<file path="config.mk">
export PLATFORM = sky130hd
export DESIGN_NAME = guess_encoder
export DESIGN_NICKNAME = d
export VERILOG_FILES = /design/src/rtl/hangy_pkg.sv /design/src/rtl/guess_classify.sv /design/src/rtl/guess_encoder.sv
export SDC_FILE = /design/constraint.sdc
export NUM_CORES = 1
export LEC_CHECK = 0
export CORE_ASPECT_RATIO = 1.25
export CORE_MARGIN = 2
export CORE_UTILIZATION = 33
export DETAILED_ROUTE_END_ITERATION = 12
export HOLD_SLACK_MARGIN = 0.08
export SLEW_MARGIN = 20
export SYNTH_ARGS = -nofsm -noshare
export SYNTH_HDL_FRONTEND = slang
export SYNTH_HIERARCHICAL = 1
export SYNTH_SLANG_ARGS = --single-unit
</file>
<file path="constraint.sdc">
create_clock -name clk -period 4.7 [get_ports clk]
set_input_delay 0.94 -clock clk [delete_from_list [all_inputs] [get_ports clk]]
set_output_delay 0.94 -clock clk [all_outputs]
set_load 0.03 [all_outputs]
</file>
<file path="src/rtl/hangy_pkg.sv">
// Shared constants, types and helpers for the hangy player-side guess encoder.
package hangy_pkg;

   localparam int unsigned WORD_W      = 12;
   localparam int unsigned CODE_W      = 5;
   localparam int unsigned STATUS_W    = 7;
   localparam int unsigned NUM_LETTERS = 26;
   localparam int unsigned STROBE_BIT  = 5;

   localparam logic [7:0]        KEY_ENTER  = 8'h0D;
   localparam logic [7:0]        ASCII_LC_A = 8'h61;
   localparam logic [7:0]        ASCII_UC_A = 8'h41;
   localparam logic [CODE_W-1:0] START_CODE = 5'd31;

   typedef enum logic [1:0] {IDLE, DRIVE, HOLD} guess_state_e;
   typedef enum logic [1:0] {K_LETTER, K_START, K_BAD} key_kind_e;

   // Strobed guess word: strobe at STROBE_BIT, code in the low bits, upper bits zero.
   function automatic logic [WORD_W-1:0] make_guess(input logic [CODE_W-1:0] code);
      logic [WORD_W-1:0] w;
      w             = '0;
      w[STROBE_BIT] = 1'b1;
      w[CODE_W-1:0] = code;
      return w;
   endfunction

   function automatic logic [2:0] popcount5(input logic [4:0] v);
      logic [2:0] sum;
      sum = '0;
      for (int i = 0; i < 5; i++) sum = sum + 3'(v[i]);
      return sum;
   endfunction

endpackage

</file>
<file path="src/rtl/guess_classify.sv">
// Combinational ASCII keystroke classifier: letter (case-folded), start command, or bad key.
module guess_classify
   import hangy_pkg::*;
(
   input  logic [7:0]        i_key,
   output key_kind_e         o_kind,
   output logic [CODE_W-1:0] o_idx
);

   logic w_is_lc;
   logic w_is_uc;

   assign w_is_lc = (i_key >= ASCII_LC_A) && (i_key <= 8'h7A);
   assign w_is_uc = (i_key >= ASCII_UC_A) && (i_key <= 8'h5A);

   always_comb begin
      o_kind = K_BAD;
      o_idx  = '0;
      if (w_is_lc) begin
         o_kind = K_LETTER;
         o_idx  = CODE_W'(i_key - ASCII_LC_A);
      end else if (w_is_uc) begin
         o_kind = K_LETTER;
         o_idx  = CODE_W'(i_key - ASCII_UC_A);
      end else if (i_key == KEY_ENTER) begin
         o_kind = K_START;
         o_idx  = START_CODE;
      end
   end

endmodule

</file>
<file path="src/rtl/guess_encoder.sv">
// Player-side front end for the hangy controller: keystrokes in, spaced strobed guesses out,
// repeat suppression, and registered game-status flags.
module guess_encoder
   import hangy_pkg::*;
#(
   parameter int unsigned GAP_CYCLES = 8
) (
   input  logic                clk,
   input  logic                reset,
   input  logic [7:0]          key_data,
   input  logic                key_valid,
   output logic                key_ready,
   output logic [WORD_W-1:0]   chip_input,
   input  logic [STATUS_W-1:0] chip_output,
   output logic                game_won,
   output logic                game_lost,
   output logic [2:0]          letters_found,
   output logic                dup_pulse,
   output logic                bad_key_pulse
);

   localparam int unsigned CNT_W = $clog2(GAP_CYCLES + 1);

   guess_state_e             r_state;
   logic [CNT_W-1:0]         r_gap_cnt;
   logic [NUM_LETTERS-1:0]   r_used_mask;
   logic [WORD_W-1:0]        r_chip_input;
   logic                     r_key_ready;
   logic                     r_game_won;
   logic                     r_game_lost;
   logic [2:0]               r_letters_found;
   logic                     r_dup_pulse;
   logic                     r_bad_key_pulse;

   key_kind_e                w_kind;
   logic [CODE_W-1:0]        w_idx;
   logic                     w_game_over;
   logic                     w_accept;

   guess_classify u_classify (
      .i_key  (key_data),
      .o_kind (w_kind),
      .o_idx  (w_idx)
   );

   assign w_game_over = r_game_won | r_game_lost;
   assign w_accept    = key_valid & r_key_ready;

   always_ff @(posedge clk) begin
      if (reset) begin
         r_state         <= IDLE;
         r_gap_cnt       <= '0;
         r_used_mask     <= '0;
         r_chip_input    <= '0;
         r_key_ready     <= 1'b0;
         r_game_won      <= 1'b0;
         r_game_lost     <= 1'b0;
         r_letters_found <= '0;
         r_dup_pulse     <= 1'b0;
         r_bad_key_pulse <= 1'b0;
      end else begin
         r_game_won      <= chip_output[5];
         r_game_lost     <= chip_output[6];
         r_letters_found <= popcount5(chip_output[4:0]);
         r_dup_pulse     <= 1'b0;
         r_bad_key_pulse <= 1'b0;

         case (r_state)
            IDLE: begin
               r_key_ready  <= 1'b1;
               r_chip_input <= '0;
               if (w_accept) begin
                  case (w_kind)
                     K_LETTER: begin
                        if (!w_game_over && r_used_mask[w_idx]) begin
                           r_dup_pulse <= 1'b1;
                        end else begin
                           // After game over any letter restarts the controller, so the mask starts fresh.
                           if (w_game_over) r_used_mask <= '0;
                           else             r_used_mask[w_idx] <= 1'b1;
                           r_chip_input <= make_guess(w_idx);
                           r_key_ready  <= 1'b0;
                           r_state      <= DRIVE;
                        end
                     end
                     K_START: begin
                        r_used_mask  <= '0;
                        r_chip_input <= make_guess(START_CODE);
                        r_key_ready  <= 1'b0;
                        r_state      <= DRIVE;
                     end
                     default: r_bad_key_pulse <= 1'b1;
                  endcase
               end
            end
            DRIVE: begin
               r_chip_input <= '0;
               r_key_ready  <= 1'b0;
               r_gap_cnt    <= CNT_W'(GAP_CYCLES);
               r_state      <= HOLD;
            end
            HOLD: begin
               r_chip_input <= '0;
               r_gap_cnt    <= r_gap_cnt - CNT_W'(1);
               if (r_gap_cnt == CNT_W'(1)) begin
                  r_key_ready <= 1'b1;
                  r_state     <= IDLE;
               end
            end
            default: begin
               r_chip_input <= '0;
               r_key_ready  <= 1'b0;
               r_state      <= IDLE;
            end
         endcase
      end
   end

   assign key_ready     = r_key_ready;
   assign chip_input    = r_chip_input;
   assign game_won      = r_game_won;
   assign game_lost     = r_game_lost;
   assign letters_found = r_letters_found;
   assign dup_pulse     = r_dup_pulse;
   assign bad_key_pulse = r_bad_key_pulse;

endmodule

</file>
==> results of run 1 <==
-- logic make-up (layout without fill, tap and decap cells) --
kind of cell,count (synthesis),count (layout)
and+or+nand+nor,76,76
DFF,46,46
buffers and inverters,34,62
adders and majority gates,11,11
xor gates and xnor gates,3,3
AOI/OAI and AO/OA,54,54
muxes,13,13
other,1,6
-- through the flow --
step | worst slack [ps] | std cells | util | cell area (µm²)
detailed placement | 49.34 | 353 | 0.3962 | 2798
finish | 351.4 | 361 | 0.4096 | 2893
global placement | 149.7 | 353 | 0.3962 | 2798
global route | 94.33 | 361 | 0.4096 | 2893
CTS | 353.8 | 361 | 0.4096 | 2893
floorplan | 1118 | 243 | - | 2446
-- registers in the layout, summed over array words and instances, names as in the netlist --
register       flops
r_used_mask       26
chip_input         6
r_gap_cnt          4
letters_found      3
r_state            2
bad_key_pulse      1
dup_pulse          1
game_lost          1
game_won           1
key_ready          1
-- final timing paths --
check | slack [ps] | start | to
max reg2reg | 2410 | r_state[1] | r_used_mask[0]
max | 350 | key_data[0] | chip_input[2]
min | 470 | r_used_mask[20] | r_used_mask[20]
min reg2reg | 470 | r_used_mask[20] | r_used_mask[20]
-- cell type report --
type,instances,area (µm²),share of cell area
multi-input cells,163,1330,0.4598
flip-flops and latches,46,920.9,0.3183
repair buffers,41,385.4,0.1332
well taps,90,112.6,0.03893
clock buffers,6,82.58,0.02855
inverters,13,48.80,0.01687
clock inverters,2,12.51,0.004325
-- synthesized netlist by cell type (2+ instances only) --
master | instances | area share
sky130_fd_sc_hd__nor4b_4 | 2 | 0.020
sky130_fd_sc_hd__nor2_1 | 15 | 0.023
sky130_fd_sc_hd__mux4_2 | 2 | 0.019
sky130_fd_sc_hd__buf_4 | 6 | 0.019
sky130_fd_sc_hd__mux2_2 | 4 | 0.019
sky130_fd_sc_hd__a31oi_1 | 2 | 0.0052
sky130_fd_sc_hd__buf_2 | 3 | 0.0062
sky130_fd_sc_hd__inv_1 | 13 | 0.020
sky130_fd_sc_hd__mux2i_1 | 7 | 0.029
sky130_fd_sc_hd__o2111ai_1 | 2 | 0.0072
sky130_fd_sc_hd__clkbuf_1 | 6 | 0.0093
sky130_fd_sc_hd__a21oi_1 | 7 | 0.014
sky130_fd_sc_hd__nor4b_2 | 3 | 0.019
sky130_fd_sc_hd__fa_1 | 2 | 0.016
sky130_fd_sc_hd__nor3b_1 | 2 | 0.0062
sky130_fd_sc_hd__nor3_1 | 8 | 0.016
sky130_fd_sc_hd__buf_6 | 4 | 0.019
sky130_fd_sc_hd__o21ai_0 | 6 | 0.012
sky130_fd_sc_hd__o31ai_1 | 2 | 0.0062
sky130_fd_sc_hd__and3_1 | 5 | 0.013
sky130_fd_sc_hd__nor2b_1 | 8 | 0.021
sky130_fd_sc_hd__or3_1 | 4 | 0.010
sky130_fd_sc_hd__xnor2_1 | 2 | 0.0072
sky130_fd_sc_hd__a32o_1 | 26 | 0.11
sky130_fd_sc_hd__nand2_1 | 5 | 0.0077
sky130_fd_sc_hd__nand2b_1 | 5 | 0.013
sky130_fd_sc_hd__ha_1 | 9 | 0.046
sky130_fd_sc_hd__nand3_1 | 7 | 0.014
sky130_fd_sc_hd__dfxtp_1 | 46 | 0.38
-- worst max-delay path, stage by stage --
cell                              delay [ps]
sky130_fd_sc_hd__clkdlybuf4s50_1         550
sky130_fd_sc_hd__ha_1                    260
sky130_fd_sc_hd__nand4_1                  90
sky130_fd_sc_hd__or4_1                   530
sky130_fd_sc_hd__o21ai_1                 400
sky130_fd_sc_hd__buf_4                   270
sky130_fd_sc_hd__mux2_2                  340
sky130_fd_sc_hd__a31oi_1                 160
sky130_fd_sc_hd__o2111ai_1               210
sky130_fd_sc_hd__a21oi_2                 190
sky130_fd_sc_hd__nand2b_4                360
sky130_fd_sc_hd__nor4b_2                 260
-- routing by layer --
metal  global-route usage  wire length [µm]  up-vias
met5                    0                 0        -
met4              0.04694                85        0
met3              0.02788               281        7
met2               0.2404              2639       65
met1               0.1640              2207      917
li1                     -                 -      939
-- cell usage in the layout (no fill, tap or decap), drive strengths merged, types with 7 or more instances in the layout --
cell and n:
nand3 7, clkdlybuf4s50 31, nor3 9, dfxtp 46, ha 9, mux2i 7
nor2b 8, a32o 26, a21oi 8, inv 13, buf 10, nor2 15
-- report_power, final --
group / total (mW) / switching [mW] / internal [mW]
Sequential: 0.400 / 0.00383 / 0.396
Clock: 0.254 / 0.135 / 0.118
Combinational: 0.128 / 0.0741 / 0.0537
Total: 0.782 / 0.213 / 0.568
==> metrics.txt, run 1 <==
# TYPE chip_impl_metric gauge
chip_impl_metric{name="timing_max_transition_violations_final",unit=""} 0
chip_impl_info{name="clk_root_buffer_cell",value="sky130_fd_sc_hd__clkbuf_8"} 1
chip_impl_metric{name="die_ht",unit="µm"} 99.89
chip_impl_metric{name="fin_crit_sh",unit=""} 0.9252
chip_impl_metric{name="globalRoute.totalOverflow",unit=""} 0
chip_impl_metric{name="crit_required",unit="ps"} 4910
chip_impl_metric{name="worst-path-max-fanout",unit=""} 33
chip_impl_metric{name="first_pass_iters",unit=""} 4
chip_impl_metric{name="grt_pass1_vias",unit=""} 1840
chip_impl_metric{name="worst_ir_drop_on_vdd",unit="V"} 0.00009719
chip_impl_metric{name="crit_arrival",unit="ps"} 4560
chip_impl_metric{name="design.die.area",unit="µm²"} 8062
chip_impl_metric{name="power.density",unit="nW/µm²"} 270.3
chip_impl_metric{name="synth_compound_area_frac",unit=""} 0.1933
chip_impl_metric{name="rows",unit=""} 34
chip_impl_metric{name="synth_enable_flop_cells",unit=""} 0
chip_impl_metric{name="globalplace.congestion",unit=""} 0.7463
chip_impl_metric{name="final_net_count",unit=""} 299
chip_impl_metric{name="worst-r2r-cell-count",unit=""} 7
chip_impl_metric{name="tns",unit="ps"} 0
chip_impl_info{name="start_kind",value="input pin"} 1
chip_impl_metric{name="syn_area_per_cell",unit="µm²"} 10.20
chip_impl_metric{name="floorplan.core_area",unit="µm²"} 7062
chip_impl_metric{name="power.static_leakage",unit="nW"} 1.046
chip_impl_metric{name="clock_tree.buffer_depth",unit=""} 2
chip_impl_metric{name="drt_wl_total",unit="µm"} 5214
chip_impl_info{name="status",value="complete, no violations"} 1
chip_impl_info{name="synth_flop_cell",value="sky130_fd_sc_hd__dfxtp_1"} 1
chip_impl_metric{name="drt-vias-per-instance",unit=""} 5.341
chip_impl_info{name="synth_top_family_by_area",value="simple AND/OR/NAND/NOR gates"} 1
chip_impl_metric{name="grt_max_degree",unit=""} 34
chip_impl_metric{name="cts_resized",unit=""} 0
chip_impl_info{name="end_kind",value="flip-flop"} 1
chip_impl_info{name="min_path_type",value="reg -> reg"} 1
chip_impl_metric{name="async_flop_share",unit=""} 0
chip_impl_metric{name="hold_slack",unit="ps"} 472.2
chip_impl_metric{name="filler_cell_count",unit=""} 704
chip_impl_metric{name="post_dp_hpwl",unit="µm"} 3813
chip_impl_metric{name="floorplan.initialDensity",unit=""} 0.3437
chip_impl_metric{name="die_width",unit="µm"} 80.71
chip_impl_metric{name="synth.ff_latch_count",unit=""} 46
chip_impl_metric{name="worst_slew_margin_rel",unit=""} 0.5835
chip_impl_metric{name="clock_latency",unit="ps"} 300
chip_impl_metric{name="cts_hold_repair.buffers",unit=""} 0
chip_impl_metric{name="grt_first_pass_wirelength",unit="µm"} 8659
chip_impl_metric{name="buffer_ports.inserted",unit=""} 31
chip_impl_metric{name="synthToLayoutAreaGrowth",unit="%"} 19.18
chip_impl_metric{name="max_cap_violations",unit=""} 0
chip_impl_metric{name="ys_warn_count",unit=""} 6
chip_impl_metric{name="detail_route.wl_per_cell",unit="µm"} 14.44
chip_impl_metric{name="setup_buffers_after_cts",unit=""} 0
chip_impl_metric{name="num_vias",unit=""} 1928
chip_impl_metric{name="achievable-frequency",unit="MHz"} 230.0
chip_impl_metric{name="cell_count_after_synthesis",unit=""} 238
chip_impl_metric{name="grt_usage",unit=""} 0.1367
chip_impl_metric{name="grt_antenna_before_repair",unit=""} 0
chip_impl_info{name="cts_tree",value="done"} 1
chip_impl_metric{name="worst_setup_hold_path_clk_slew",unit="ps"} 90
chip_impl_metric{name="cts_buffers",unit=""} 5
chip_impl_metric{name="cts_max_level",unit=""} 2
chip_impl_metric{name="ant_nets",unit=""} 0
chip_impl_metric{name="drcViolationCount",unit=""} 0
chip_impl_metric{name="clock-skew-final",unit="ps"} 5.100
chip_impl_metric{name="synth_adder_area_share",unit=""} 0.06289
chip_impl_metric{name="setup-violations-final",unit=""} 0
chip_impl_metric{name="detailedRoute.firstIterationViolations",unit=""} 135
chip_impl_metric{name="antenna_cells_inserted",unit=""} 0
chip_impl_metric{name="clkSinkCount",unit=""} 46
chip_impl_metric{name="fraction_of_synthesized_area_in_multiplexers",unit=""} 0.06598
chip_impl_metric{name="drive_above_1_share",unit=""} 0.1402
chip_impl_info{name="grt_setup_unrepaired",value="false"} 1
chip_impl_metric{name="hold-path-cell-count",unit=""} 1
chip_impl_metric{name="tightestPinTransition",unit="ps"} 620.5
chip_impl_metric{name="netlist_area",unit="µm²"} 2427
chip_impl_metric{name="finalPower",unit="mW"} 0.7818
chip_impl_metric{name="synth_cell_type_count",unit=""} 54
chip_impl_metric{name="io_pins",unit=""} 38
chip_impl_info{name="critPathKind",value="in -> reg"} 1
chip_impl_metric{name="post-route-min-period",unit="ps"} 4349
chip_impl_metric{name="synth_xor_xnor_area_share",unit=""} 0.01082
chip_impl_metric{name="synth_seq_area_share",unit=""} 0.3794
chip_impl_metric{name="yosys.area_share.simple",unit=""} 0.2057
chip_impl_metric{name="finalHoldViolations",unit=""} 0
Note: power is estimated with default switching activity, not from simulation.
==> run 2, diff against run 1 <==
CORE_MARGIN = 4   (was 2)
REMOVE_ABC_BUFFERS = 1   (was not set)
==> metrics.txt, run 2 (same netlist as run 1, synthesis figures left out) <==
# TYPE chip_impl_metric gauge
chip_impl_info{name="status",value="complete, no violations"} 1
chip_impl_info{name="mostFrequentLayoutCells",value="46 x sky130_fd_sc_hd__dfxtp_1, 31 x sky130_fd_sc_hd__clkdlybuf4s50_1, 26 x sky130_fd_sc_hd__a32o_1, 15 x sky130_fd_sc_hd__nor2_1, 13 x sky130_fd_sc_hd__inv_1"} 1
chip_impl_metric{name="grt_usage",unit=""} 0.1207
chip_impl_info{name="uppermost_metal_layer_occupied_by_signal_nets",value="met4"} 1
chip_impl_info{name="grt_setup_unrepaired",value="false"} 1
chip_impl_metric{name="grt_antenna_before_repair",unit=""} 0
chip_impl_info{name="r2r_start",value="r_state[1]"} 1
chip_impl_metric{name="detail_route.wl_per_cell",unit="µm"} 14.55
chip_impl_metric{name="final_net_count",unit=""} 299
chip_impl_metric{name="power.static_leakage",unit="nW"} 1.044
chip_impl_info{name="end_kind",value="flip-flop"} 1
chip_impl_metric{name="finalPower",unit="mW"} 0.7774
chip_impl_info{name="hold_start",value="r_used_mask[9]"} 1
chip_impl_metric{name="grt_pass1_vias",unit=""} 1840
chip_impl_metric{name="cts_buffers",unit=""} 5
chip_impl_metric{name="worst-path-max-fanout",unit=""} 33
chip_impl_metric{name="wirelength_met1",unit="µm"} 2190
chip_impl_metric{name="floorplan.initialDensity",unit=""} 0.3437
chip_impl_metric{name="antenna_cells_inserted",unit=""} 0
chip_impl_info{name="layout_commonest_cell",value="sky130_fd_sc_hd__dfxtp_1"} 1
chip_impl_metric{name="setup-violations-final",unit=""} 0
chip_impl_info{name="min_path_type",value="reg -> reg"} 1
chip_impl_metric{name="worst_slew_margin_rel",unit=""} 0.5734
chip_impl_metric{name="dr_wl_met2",unit="µm"} 2631
chip_impl_metric{name="grt_first_pass_wirelength",unit="µm"} 8721
chip_impl_metric{name="drt_wl_total",unit="µm"} 5254
chip_impl_metric{name="post-place-cells",unit=""} 353
chip_impl_metric{name="dp_worst_setup_slack",unit="ps"} 29.78
chip_impl_metric{name="grt_max_degree",unit=""} 34
chip_impl_info{name="cts_tree",value="done"} 1
chip_impl_metric{name="first_pass_iters",unit=""} 4
chip_impl_metric{name="hold_slack",unit="ps"} 470.2
chip_impl_metric{name="detailedRoute.firstIterationViolations",unit=""} 129
chip_impl_info{name="regMostFlops",value="r_used_mask"} 1
chip_impl_metric{name="achievable-frequency",unit="MHz"} 229.3
chip_impl_metric{name="clock-skew-final",unit="ps"} 14.61
chip_impl_metric{name="rows",unit=""} 34
chip_impl_metric{name="globalRoute.totalOverflow",unit=""} 0
chip_impl_metric{name="die_ht",unit="µm"} 103.9
chip_impl_metric{name="drive_above_1_share",unit=""} 0.1402
chip_impl_info{name="clk_root_buffer_cell",value="sky130_fd_sc_hd__clkbuf_8"} 1
chip_impl_metric{name="cts_hold_repair.buffers",unit=""} 0
chip_impl_metric{name="synthToLayoutAreaGrowth",unit="%"} 19.12
chip_impl_metric{name="setup_buffers_after_cts",unit=""} 0
chip_impl_metric{name="crit_arrival",unit="ps"} 4580
chip_impl_metric{name="drcViolationCount",unit=""} 0
chip_impl_metric{name="post_dp_hpwl",unit="µm"} 3885
chip_impl_metric{name="ant_nets",unit=""} 0
chip_impl_metric{name="power.density",unit="nW/µm²"} 268.8
chip_impl_metric{name="number_of_flip_flops_under_the_largest_register_name",unit=""} 26
chip_impl_metric{name="tightestPinTransition",unit="ps"} 635.7
chip_impl_metric{name="clock_tree.buffer_depth",unit=""} 2
chip_impl_info{name="crit_path_launch",value="key_data[0]"} 1
chip_impl_metric{name="globalplace.congestion",unit=""} 0.8055
chip_impl_metric{name="met3RoutedLength",unit="µm"} 298
chip_impl_metric{name="buffer_ports.inserted",unit=""} 31
chip_impl_metric{name="drt-vias-per-instance",unit=""} 5.338
chip_impl_metric{name="stdcell_count",unit=""} 361
chip_impl_metric{name="max_cap_violations",unit=""} 0
chip_impl_metric{name="io_pins",unit=""} 38
chip_impl_metric{name="clock_latency",unit="ps"} 300
chip_impl_metric{name="setup_slack",unit="ps"} 339.1
chip_impl_metric{name="die_width",unit="µm"} 84.71
chip_impl_metric{name="worst_setup_hold_path_clk_slew",unit="ps"} 90
chip_impl_metric{name="crit_required",unit="ps"} 4920
chip_impl_metric{name="clkSinkCount",unit=""} 46
chip_impl_metric{name="tns",unit="ps"} 0
chip_impl_metric{name="finalHoldViolations",unit=""} 0
chip_impl_metric{name="post-route-min-period",unit="ps"} 4361
chip_impl_metric{name="cts_max_level",unit=""} 2
chip_impl_metric{name="num_vias",unit=""} 1927
chip_impl_metric{name="fin_crit_sh",unit=""} 0.9278
chip_impl_metric{name="design.die.area",unit="µm²"} 8801
chip_impl_metric{name="cts_resized",unit=""} 0
chip_impl_info{name="critPathKind",value="in -> reg"} 1
chip_impl_info{name="start_kind",value="input pin"} 1
chip_impl_metric{name="floorplan.core_area",unit="µm²"} 7062
chip_impl_metric{name="worst_ir_drop_on_vdd",unit="V"} 0.0001174
chip_impl_metric{name="timing_max_transition_violations_final",unit=""} 0
==> run 2: stage by stage <==
step / utilization / instance area, µm²
2_1_floorplan: - / 2300
3_3_place_gp: 0.3962 / 2798
3_5_place_dp: 0.3962 / 2798
4_1_cts: 0.4095 / 2892
5_1_grt: 0.4095 / 2892
6_report: 0.4095 / 2892
==> run 2: cell type report <==
cell class / count / area, µm²
Timing Repair Buffer: 41 / 385.4
Clock inverter: 3 / 25.02
Sequential cell: 46 / 920.9
Multi-Input combinational cell: 163 / 1330
Fill cell: 707 / 4170
Inverter: 13 / 48.80
Tap cell: 90 / 112.6
Clock buffer: 5 / 68.82
==> run 2: final timing paths <==
path                          to  slack [ps]  cells past startpoint
setup / recovery   chip_input[1]         340                     12
hold / removal    r_used_mask[9]         470                      1
setup reg to reg  r_used_mask[0]        2340                      7
hold reg to reg   r_used_mask[9]         470                      1
==> run 2: layer usage <==
| layer | up-vias | GRT usage |
|---|---|---|
| met5 | - | 0 |
| met3 | 9 | 0.02615 |
| li1 | 940 | - |
| met2 | 60 | 0.1965 |
| met4 | 0 | 0.05882 |
| met1 | 918 | 0.1492 |
==> run 2: critical path, cell delays in order <==
cell and delay, ps:
sky130_fd_sc_hd__clkdlybuf4s50_1 560, sky130_fd_sc_hd__ha_1 260, sky130_fd_sc_hd__nand4_1 90, sky130_fd_sc_hd__or4_1 530
sky130_fd_sc_hd__o21ai_1 400, sky130_fd_sc_hd__buf_4 300, sky130_fd_sc_hd__mux2_2 350, sky130_fd_sc_hd__a31oi_1 170
sky130_fd_sc_hd__o2111ai_1 200, sky130_fd_sc_hd__a21oi_2 180, sky130_fd_sc_hd__nand2b_4 350, sky130_fd_sc_hd__nor4b_2 240
==> run 2: where the power goes <==
group	switching, mW	total, mW	internal, mW	leakage [nW]
Combinational	0.0738	0.128	0.0538	0.627
Sequential	0.00372	0.400	0.397	0.372
Clock	0.142	0.250	0.107	0.0447
Total	0.220	0.777	0.558	1.04
